`src/rtl/mcu_pkg.sv`:
```
// ---------------------------------------------------------------------------
// mcu_pkg : shared state, mode and LFSR constants for playback control (rev 1.0)
// ---------------------------------------------------------------------------
`default_nettype none

package mcu_pkg;

  typedef enum logic [1:0] {
    PAUSED  = 2'd0,
    PLAYING = 2'd1,
    CHANGE  = 2'd2
  } state_t;

  localparam logic [1:0] MODE_STOP    = 2'd0;
  localparam logic [1:0] MODE_SEQ     = 2'd1;
  localparam logic [1:0] MODE_LOOP    = 2'd2;
  localparam logic [1:0] MODE_SHUFFLE = 2'd3;

  // Feedback taps 8,6,5,4 (bits 7,5,4,3) give a maximal-length sequence.
  localparam logic [7:0] LFSR_TAPS = 8'hB8;

endpackage

`default_nettype wire

```
`src/rtl/mcu_seq_if.sv`:
```
// ---------------------------------------------------------------------------
// mcu_seq_if : front-panel events in, player control out (rev 1.0)
// ---------------------------------------------------------------------------
`default_nettype none

interface mcu_seq_if #(
  parameter int SONG_W = 2
);
  logic              play_button;
  logic              next_button;
  logic              prev_button;
  logic              song_done;
  logic [1:0]        mode;
  logic              play;
  logic              reset_player;
  logic [SONG_W-1:0] song;

  modport master (
    output play_button, next_button, prev_button, song_done, mode,
    input  play, reset_player, song
  );

  modport slave (
    input  play_button, next_button, prev_button, song_done, mode,
    output play, reset_player, song
  );
endinterface

`default_nettype wire

```
`src/rtl/mcu_seq_lfsr8.sv`:
```
// ---------------------------------------------------------------------------
// lfsr8 : free-running 8-bit Fibonacci LFSR, reloads SEED on reset (rev 1.0)
// ---------------------------------------------------------------------------
`default_nettype none

module lfsr8
  import mcu_pkg::*;
#(
  parameter logic [7:0] SEED = 8'hA5
) (
  input  wire logic       clk,
  input  wire logic       reset,
  output logic      [7:0] value
);

  logic [7:0] r_value;

  always_ff @(posedge clk or negedge reset) begin
    if (!reset) begin
      r_value <= SEED;
    end else begin
      r_value <= {r_value[6:0], ^(r_value & LFSR_TAPS)};
    end
  end

  assign value = r_value;

endmodule

`default_nettype wire

```
`src/rtl/mcu_seq.sv`:
```
// ---------------------------------------------------------------------------
// mcu_seq : play/pause/next/prev controller with end-of-song modes (rev 1.0)
// ---------------------------------------------------------------------------
`default_nettype none

module mcu_seq
  import mcu_pkg::*;
#(
  parameter int         NUM_SONGS = 4,
  parameter int         SONG_W    = 2,
  parameter logic [7:0] LFSR_SEED = 8'hA5
) (
  input  wire logic clk,
  input  wire logic reset,
  mcu_seq_if.slave  bus
);

  localparam logic [SONG_W:0] c_num  = (SONG_W+1)'(NUM_SONGS);
  localparam logic [SONG_W:0] c_last = c_num - (SONG_W+1)'(1);
  localparam logic [SONG_W:0] c_one  = (SONG_W+1)'(1);
  localparam logic [7:0]      c_mask8 = 8'((1 << SONG_W) - 1);
  localparam logic [7:0]      c_num8  = 8'(NUM_SONGS);

  state_t            r_state, w_state_nxt;
  logic [SONG_W-1:0] r_song, w_song_nxt;
  logic              r_resume, w_resume_nxt;
  logic              r_play;
  logic              r_reset_player;
  logic [7:0]        w_lfsr;

  logic [SONG_W:0]   w_song_ext;
  logic [SONG_W-1:0] w_song_inc;
  logic [SONG_W-1:0] w_song_dec;
  logic [SONG_W-1:0] w_shuf_raw;
  logic [SONG_W-1:0] w_shuf;

  lfsr8 #(.SEED(LFSR_SEED)) u_lfsr (
    .clk   (clk),
    .reset (reset),
    .value (w_lfsr)
  );

  // Index arithmetic is one bit wider so wraps never depend on overflow.
  assign w_song_ext = {1'b0, r_song};
  assign w_song_inc = (w_song_ext == c_last) ? '0 : SONG_W'(w_song_ext + c_one);
  assign w_song_dec = (r_song == '0) ? SONG_W'(c_last) : r_song - SONG_W'(1);
  assign w_shuf_raw = SONG_W'((w_lfsr & c_mask8) % c_num8);
  assign w_shuf     = (w_shuf_raw == r_song) ? w_song_inc : w_shuf_raw;

  always_comb begin
    w_state_nxt  = r_state;
    w_song_nxt   = r_song;
    w_resume_nxt = r_resume;
    case (r_state)
      PAUSED: begin
        if (bus.next_button) begin
          w_song_nxt   = w_song_inc;
          w_resume_nxt = 1'b0;
          w_state_nxt  = CHANGE;
        end else if (bus.prev_button) begin
          w_song_nxt   = w_song_dec;
          w_resume_nxt = 1'b0;
          w_state_nxt  = CHANGE;
        end else if (bus.play_button) begin
          w_state_nxt  = PLAYING;
        end
      end
      PLAYING: begin
        if (bus.song_done) begin
          w_state_nxt = CHANGE;
          case (bus.mode)
            MODE_STOP: begin
              w_resume_nxt = 1'b0;
            end
            MODE_SEQ: begin
              w_song_nxt   = w_song_inc;
              w_resume_nxt = (w_song_ext != c_last);
            end
            MODE_LOOP: begin
              w_song_nxt   = w_song_inc;
              w_resume_nxt = 1'b1;
            end
            default: begin
              w_song_nxt   = w_shuf;
              w_resume_nxt = 1'b1;
            end
          endcase
        end else if (bus.next_button) begin
          w_song_nxt   = w_song_inc;
          w_resume_nxt = 1'b1;
          w_state_nxt  = CHANGE;
        end else if (bus.prev_button) begin
          w_song_nxt   = w_song_dec;
          w_resume_nxt = 1'b1;
          w_state_nxt  = CHANGE;
        end else if (bus.play_button) begin
          w_state_nxt  = PAUSED;
        end
      end
      CHANGE: begin
        w_state_nxt = r_resume ? PLAYING : PAUSED;
      end
      default: begin
        w_state_nxt = PAUSED;
      end
    endcase
  end

  always_ff @(posedge clk or negedge reset) begin
    if (!reset) begin
      r_state        <= PAUSED;
      r_song         <= '0;
      r_resume       <= 1'b0;
      r_play         <= 1'b0;
      r_reset_player <= 1'b1;
    end else begin
      r_state        <= w_state_nxt;
      r_song         <= w_song_nxt;
      r_resume       <= w_resume_nxt;
      r_play         <= (w_state_nxt == PLAYING);
      r_reset_player <= (w_state_nxt == CHANGE);
    end
  end

  assign bus.play         = r_play;
  assign bus.reset_player = r_reset_player;
  assign bus.song         = r_song;

endmodule

`default_nettype wire

```
`src/flat_wrapper.sv`:
```
// flat-port wrapper written by rule: the top's interface ports become plain ports
module mcu_seq_flat import mcu_pkg::*;
#(
  parameter int         NUM_SONGS = 4,
  parameter int         SONG_W    = 2,
  parameter logic [7:0] LFSR_SEED = 8'hA5
)
  (clk, reset, bus_play_button, bus_next_button, bus_prev_button, bus_song_done, bus_mode, bus_play, bus_reset_player, bus_song);
  mcu_seq_if #(.SONG_W(SONG_W)) bus_i ();
  input  wire logic clk;
  input  wire logic reset;
  input wire logic [$bits(bus_i.play_button)-1:0] bus_play_button;
  input wire logic [$bits(bus_i.next_button)-1:0] bus_next_button;
  input wire logic [$bits(bus_i.prev_button)-1:0] bus_prev_button;
  input wire logic [$bits(bus_i.song_done)-1:0] bus_song_done;
  input wire logic [$bits(bus_i.mode)-1:0] bus_mode;
  output wire logic [$bits(bus_i.play)-1:0] bus_play;
  output wire logic [$bits(bus_i.reset_player)-1:0] bus_reset_player;
  output wire logic [$bits(bus_i.song)-1:0] bus_song;
  assign bus_i.play_button = bus_play_button;
  assign bus_i.next_button = bus_next_button;
  assign bus_i.prev_button = bus_prev_button;
  assign bus_i.song_done = bus_song_done;
  assign bus_i.mode = bus_mode;
  assign bus_play = bus_i.play;
  assign bus_reset_player = bus_i.reset_player;
  assign bus_song = bus_i.song;
  mcu_seq #(.NUM_SONGS(NUM_SONGS), .SONG_W(SONG_W), .LFSR_SEED(LFSR_SEED)) u_core (.clk(clk), .reset(reset), .bus(bus_i));
endmodule
```
`config.mk`:
```
export PLATFORM = sky130hd
export DESIGN_NAME = mcu_seq_flat
export DESIGN_NICKNAME = d
export VERILOG_FILES = /design/src/rtl/mcu_pkg.sv /design/src/rtl/mcu_seq_if.sv /design/src/rtl/mcu_seq_lfsr8.sv /design/src/rtl/mcu_seq.sv /design/src/flat_wrapper.sv
export SDC_FILE = /design/constraint.sdc
export NUM_CORES = 1
export LEC_CHECK = 0
export ABC_CLOCK_PERIOD_IN_PS = 1800
export CORE_MARGIN = 3
export CORE_UTILIZATION = 50
export CTS_CLUSTER_DIAMETER = 30
export DETAILED_ROUTE_END_ITERATION = 10
export PLACE_DENSITY = 0.75
export SLEW_MARGIN = 25
export SYNTH_ARGS = -nofsm -noshare
export SYNTH_HDL_FRONTEND = slang
export SYNTH_SLANG_ARGS = --single-unit
```
`constraint.sdc`:
```
create_clock -name clk -period 1.8 [get_ports clk]
set_clock_uncertainty 0.05 [all_clocks]
set_input_delay 0.36 -clock clk [delete_from_list [all_inputs] [get_ports clk]]
set_output_delay 0.36 -clock clk [all_outputs]
set_load 0.02 [all_outputs]
```
==> impl_metrics.yaml <==
cts:
  cts.path.max_buffers: 2
  cts_tree: "yes"
  postCtsSetupBuffers: 0
  ctsHtreeMaxLevel: 1
  cts_made_buffers: 3
  clock_slew_at_reported_path_ffs_ns: 0.09
  tritoncts_num_sinks: 15
  clock_insertion_delay_worst_skew_ns: 0.28
  clock-root-buffer: "sky130_fd_sc_hd__clkbuf_4"
synthesis:
  synth_area_per_cell_um2: 10.88
  yosysWarningCount: 0
  netlist_top_cells_area: "sky130_fd_sc_hd__dfrtp_1 (33%), sky130_fd_sc_hd__dfstp_2 (18%), sky130_fd_sc_hd__ha_1 (6.7%)"
  synth-seq-cells: 15
  yosysSeqAreaShare_pct: 50.83
  synth_top_area_share_pct: 33.33
  synth.lib_cells_used.distinct: 28
  synth_top_area_cell: "sky130_fd_sc_hd__dfrtp_1"
  postSynthCellCount: 69
  syn_nets: 81
  mappedNetlistArea_um2: 750.7
route:
  avgRoutedWirePerCell_um: 14.44
  ant_nets: 0
  vias: 624
  drc: 0
  detail_route.iter0.violations: 19
  total_length_of_routed_wires_um: 1588
  drtPass1Iterations: 4
  vias_per_cell: 5.673
timing:
  relSlewSlack_pct: 81.73
  unrepaired_setup_endpoints_after_global_routing: "false"
  setup_viol: 0
  timing.hold.ws_ns: 0.3209
  final_max_slew_viol_count: 0
  final-hold-violation-count: 0
  final.min_clock_period_ns: 1.737
  finalCritPeriodShare_pct: 96.48
  worstMarginPinSlew_ns: 0.2704
  setup_slack_ns: 0.06343
  max_clock_freq_ghz: 0.5758
finish:
  postLayoutCellArea_um2: 1003
  layout_commonest_cell: "sky130_fd_sc_hd__buf_4"
  num_antenna_cells: 0
  post_route_cells_drive_above_1_share_pct: 24.21
  area_growth_pct: 33.67
  most-common-layout-cells: "sky130_fd_sc_hd__buf_4 (11), sky130_fd_sc_hd__dfrtp_1 (10), sky130_fd_sc_hd__clkdlybuf4s50_1 (9), sky130_fd_sc_hd__nor2_1 (7)"
  layout.nets: 108
  fin_cells: 110
placement:
  dp.final_hpwl_um: 1209
  gp_congestion: 0.8218
  place_ws_ns: -0.2227
  place.detailed.instances: 106
  place.port_buffers: 11
  placed_area_um2: 962.2
setup_path:
  timing.rr.start: "u_core.bus.song[0]$_DFFE_PN0P_"
  cp_top_family: "buffers and inverters"
  timing.critical_path.buf_inv: 1
  number_of_cells_on_the_worst_reg_to_reg_path: 5
  crit_path_max_fanout: 4
  required_ns: 1.39
  critical-path-max-stage-delay_ns: 0.63
  path_class: "reg2out"
  worstSetupStartpointType: "flip-flop"
  critPathCaptureType: "output port"
  critical_path_arrival_ns: 1.33
  critical_path.slowest_cell: "sky130_fd_sc_hd__clkdlybuf4s50_1"
  timing.critical_path.cells: "clkdlybuf4s50_1"
  ff2ff_setup_slack_ns: 0.24
  rr_endpoint: "u_core.bus.song[1]$_DFFE_PN0P_"
grt:
  globalRoute.totalOverflow: 0
  gr-usage-met3_pct: 7.968
  grt_pass1_wl_um: 2753
  grt_max_degree: 16
  grt_most_used_layer: "met2"
  global_route.usage.total_pct: 19.65
  antenna_found_initial: 0
  grt_util_met1_pct: 24.62
  grt_use_met2_pct: 30.66
  first_global_vias: 614
floorplanning:
  start_util_pct: 55.61
  die_w_um: 44.75
  fp.coreArea_um2: 1350
  die_height_um: 44.75
  die-area_um2: 2003
  num_rows: 13
  num_io_pins: 12
power:
  switching_power_mw: 0.3960
  comb_power_share_pct: 44.0
  p_int_mw: 0.7078
  p_clk_share_pct: 16.9
  power_leakage_nw: 0.4547
  power_density_nw_per_um2: 1100
  power.sequential.fraction_pct: 39.1
  max-vdd-ir-drop_v: 0.0008190
  power.switching_fraction_pct: 35.87
outcome:
  run_status: "finished, final reports clean"
worst_hold_path:
  hold_class: "in2async"
job:
  drv_cap: 0
-- power by group through the flow --
| stage | Sequential, mW | Combinational (mW) | Clock, mW |
|---|---|---|---|
| 2_1_floorplan | 0.479 | 0.234 | 0 |
| 3_3_place_gp | 0.437 | 0.468 | 0 |
| 3_5_place_dp | 0.438 | 0.483 | 0 |
| 4_1_cts | 0.431 | 0.483 | 0.195 |
| 5_1_grt | 0.437 | 0.537 | 0.212 |
| 6_report | 0.431 | 0.486 | 0.186 |
-- stage by stage --
stage	power, mW	util (%)	setup TNS, ns
2_1_floorplan	0.7126	-	0
3_3_place_gp	0.9048	71.27	-0.3381
6_report	1.104	74.33	0
4_1_cts	1.109	73.22	0
3_5_place_dp	0.9212	71.27	-0.5059
5_1_grt	1.185	74.33	0
-- worst max-delay path by stage --
stage	to	cells after the start	startpoint
finish	bus_song[1]	1	u_core.bus.song[1]$_DFFE_PN0P_
global placement	u_core.bus.song[0]$_DFFE_PN0P_	6	bus_mode[0]
global route	bus_song[1]	1	u_core.bus.song[1]$_DFFE_PN0P_
floorplan	u_core.bus.song[1]$_DFFE_PN0P_	5	u_core.bus.song[1]$_DFFE_PN0P_
CTS	bus_song[0]	1	u_core.bus.song[0]$_DFFE_PN0P_
detailed placement	u_core.bus.song[0]$_DFFE_PN0P_	6	bus_mode[0]
-- area by class of cell --
type,instances,area (um^2)
multi-input cells,49,362.8
repair buffers,22,193.9
clock buffers,3,22.52
clock inverters,1,5.005
well taps,15,18.77
fillers,111,346.6
inverters,5,18.77
flip-flops and latches,15,381.6
-- layer usage --
metal	vias up	share of wire (%)
li1	305	-
met1	300	44
met2	15	48
met3	4	6.1
met4	0	1.4
met5	-	0
-- timing repair --
item                       in CTS  in global routing
resized for setup               1                  3
setup endpoints to repair       1                  3
pin swaps                       0                  0
hold buffers                    0                  0
-- cells in the mapped netlist --
library cell	instances
sky130_fd_sc_hd__o22a_1	1
sky130_fd_sc_hd__nor3b_1	2
sky130_fd_sc_hd__mux2i_1	1
sky130_fd_sc_hd__nand3_1	1
sky130_fd_sc_hd__or3_1	1
sky130_fd_sc_hd__xor2_1	1
sky130_fd_sc_hd__xnor2_1	4
sky130_fd_sc_hd__o2111ai_1	1
sky130_fd_sc_hd__a31oi_1	4
sky130_fd_sc_hd__a21oi_1	1
sky130_fd_sc_hd__o31a_1	1
sky130_fd_sc_hd__o211ai_1	2
sky130_fd_sc_hd__or2b_1	1
sky130_fd_sc_hd__o41a_1	1
sky130_fd_sc_hd__o21bai_2	1
sky130_fd_sc_hd__nand3b_1	1
sky130_fd_sc_hd__dfrtp_1	10
sky130_fd_sc_hd__a22oi_1	1
sky130_fd_sc_hd__ha_1	4
sky130_fd_sc_hd__inv_1	5
sky130_fd_sc_hd__o21ai_0	5
sky130_fd_sc_hd__nor2_1	7
sky130_fd_sc_hd__dfstp_2	5
sky130_fd_sc_hd__o41ai_1	2
sky130_fd_sc_hd__nand2b_1	1
sky130_fd_sc_hd__and2b_2	1
sky130_fd_sc_hd__nand2_1	3
sky130_fd_sc_hd__a22o_1	1
-- sequential cells by signal, indices dropped and copies added (netlist names) --
register	flops
u_core.bus.play	1
u_core.bus.reset_player	1
u_core.bus.song	2
u_core.r_resume	1
u_core.r_state	2
u_core.u_lfsr.value	8
-- logic make-up after synthesis --
family,share of synthesized area (%)
flops,50.83
simple gates,12.50
compound gates,20.33
mux,1.333
buf+inv,2.500
xor+xnor,5.833
fa+ha+maj,6.667
-- worst register-to-register path: stages, from the launching register on --
cell                        delay [ns]
sky130_fd_sc_hd__dfrtp_1          0.45
sky130_fd_sc_hd__inv_1            0.07
sky130_fd_sc_hd__ha_1             0.34
sky130_fd_sc_hd__a31oi_1          0.19
sky130_fd_sc_hd__o2111ai_1        0.13
sky130_fd_sc_hd__a22o_1           0.22
Power figures use the tool's default switching activity.
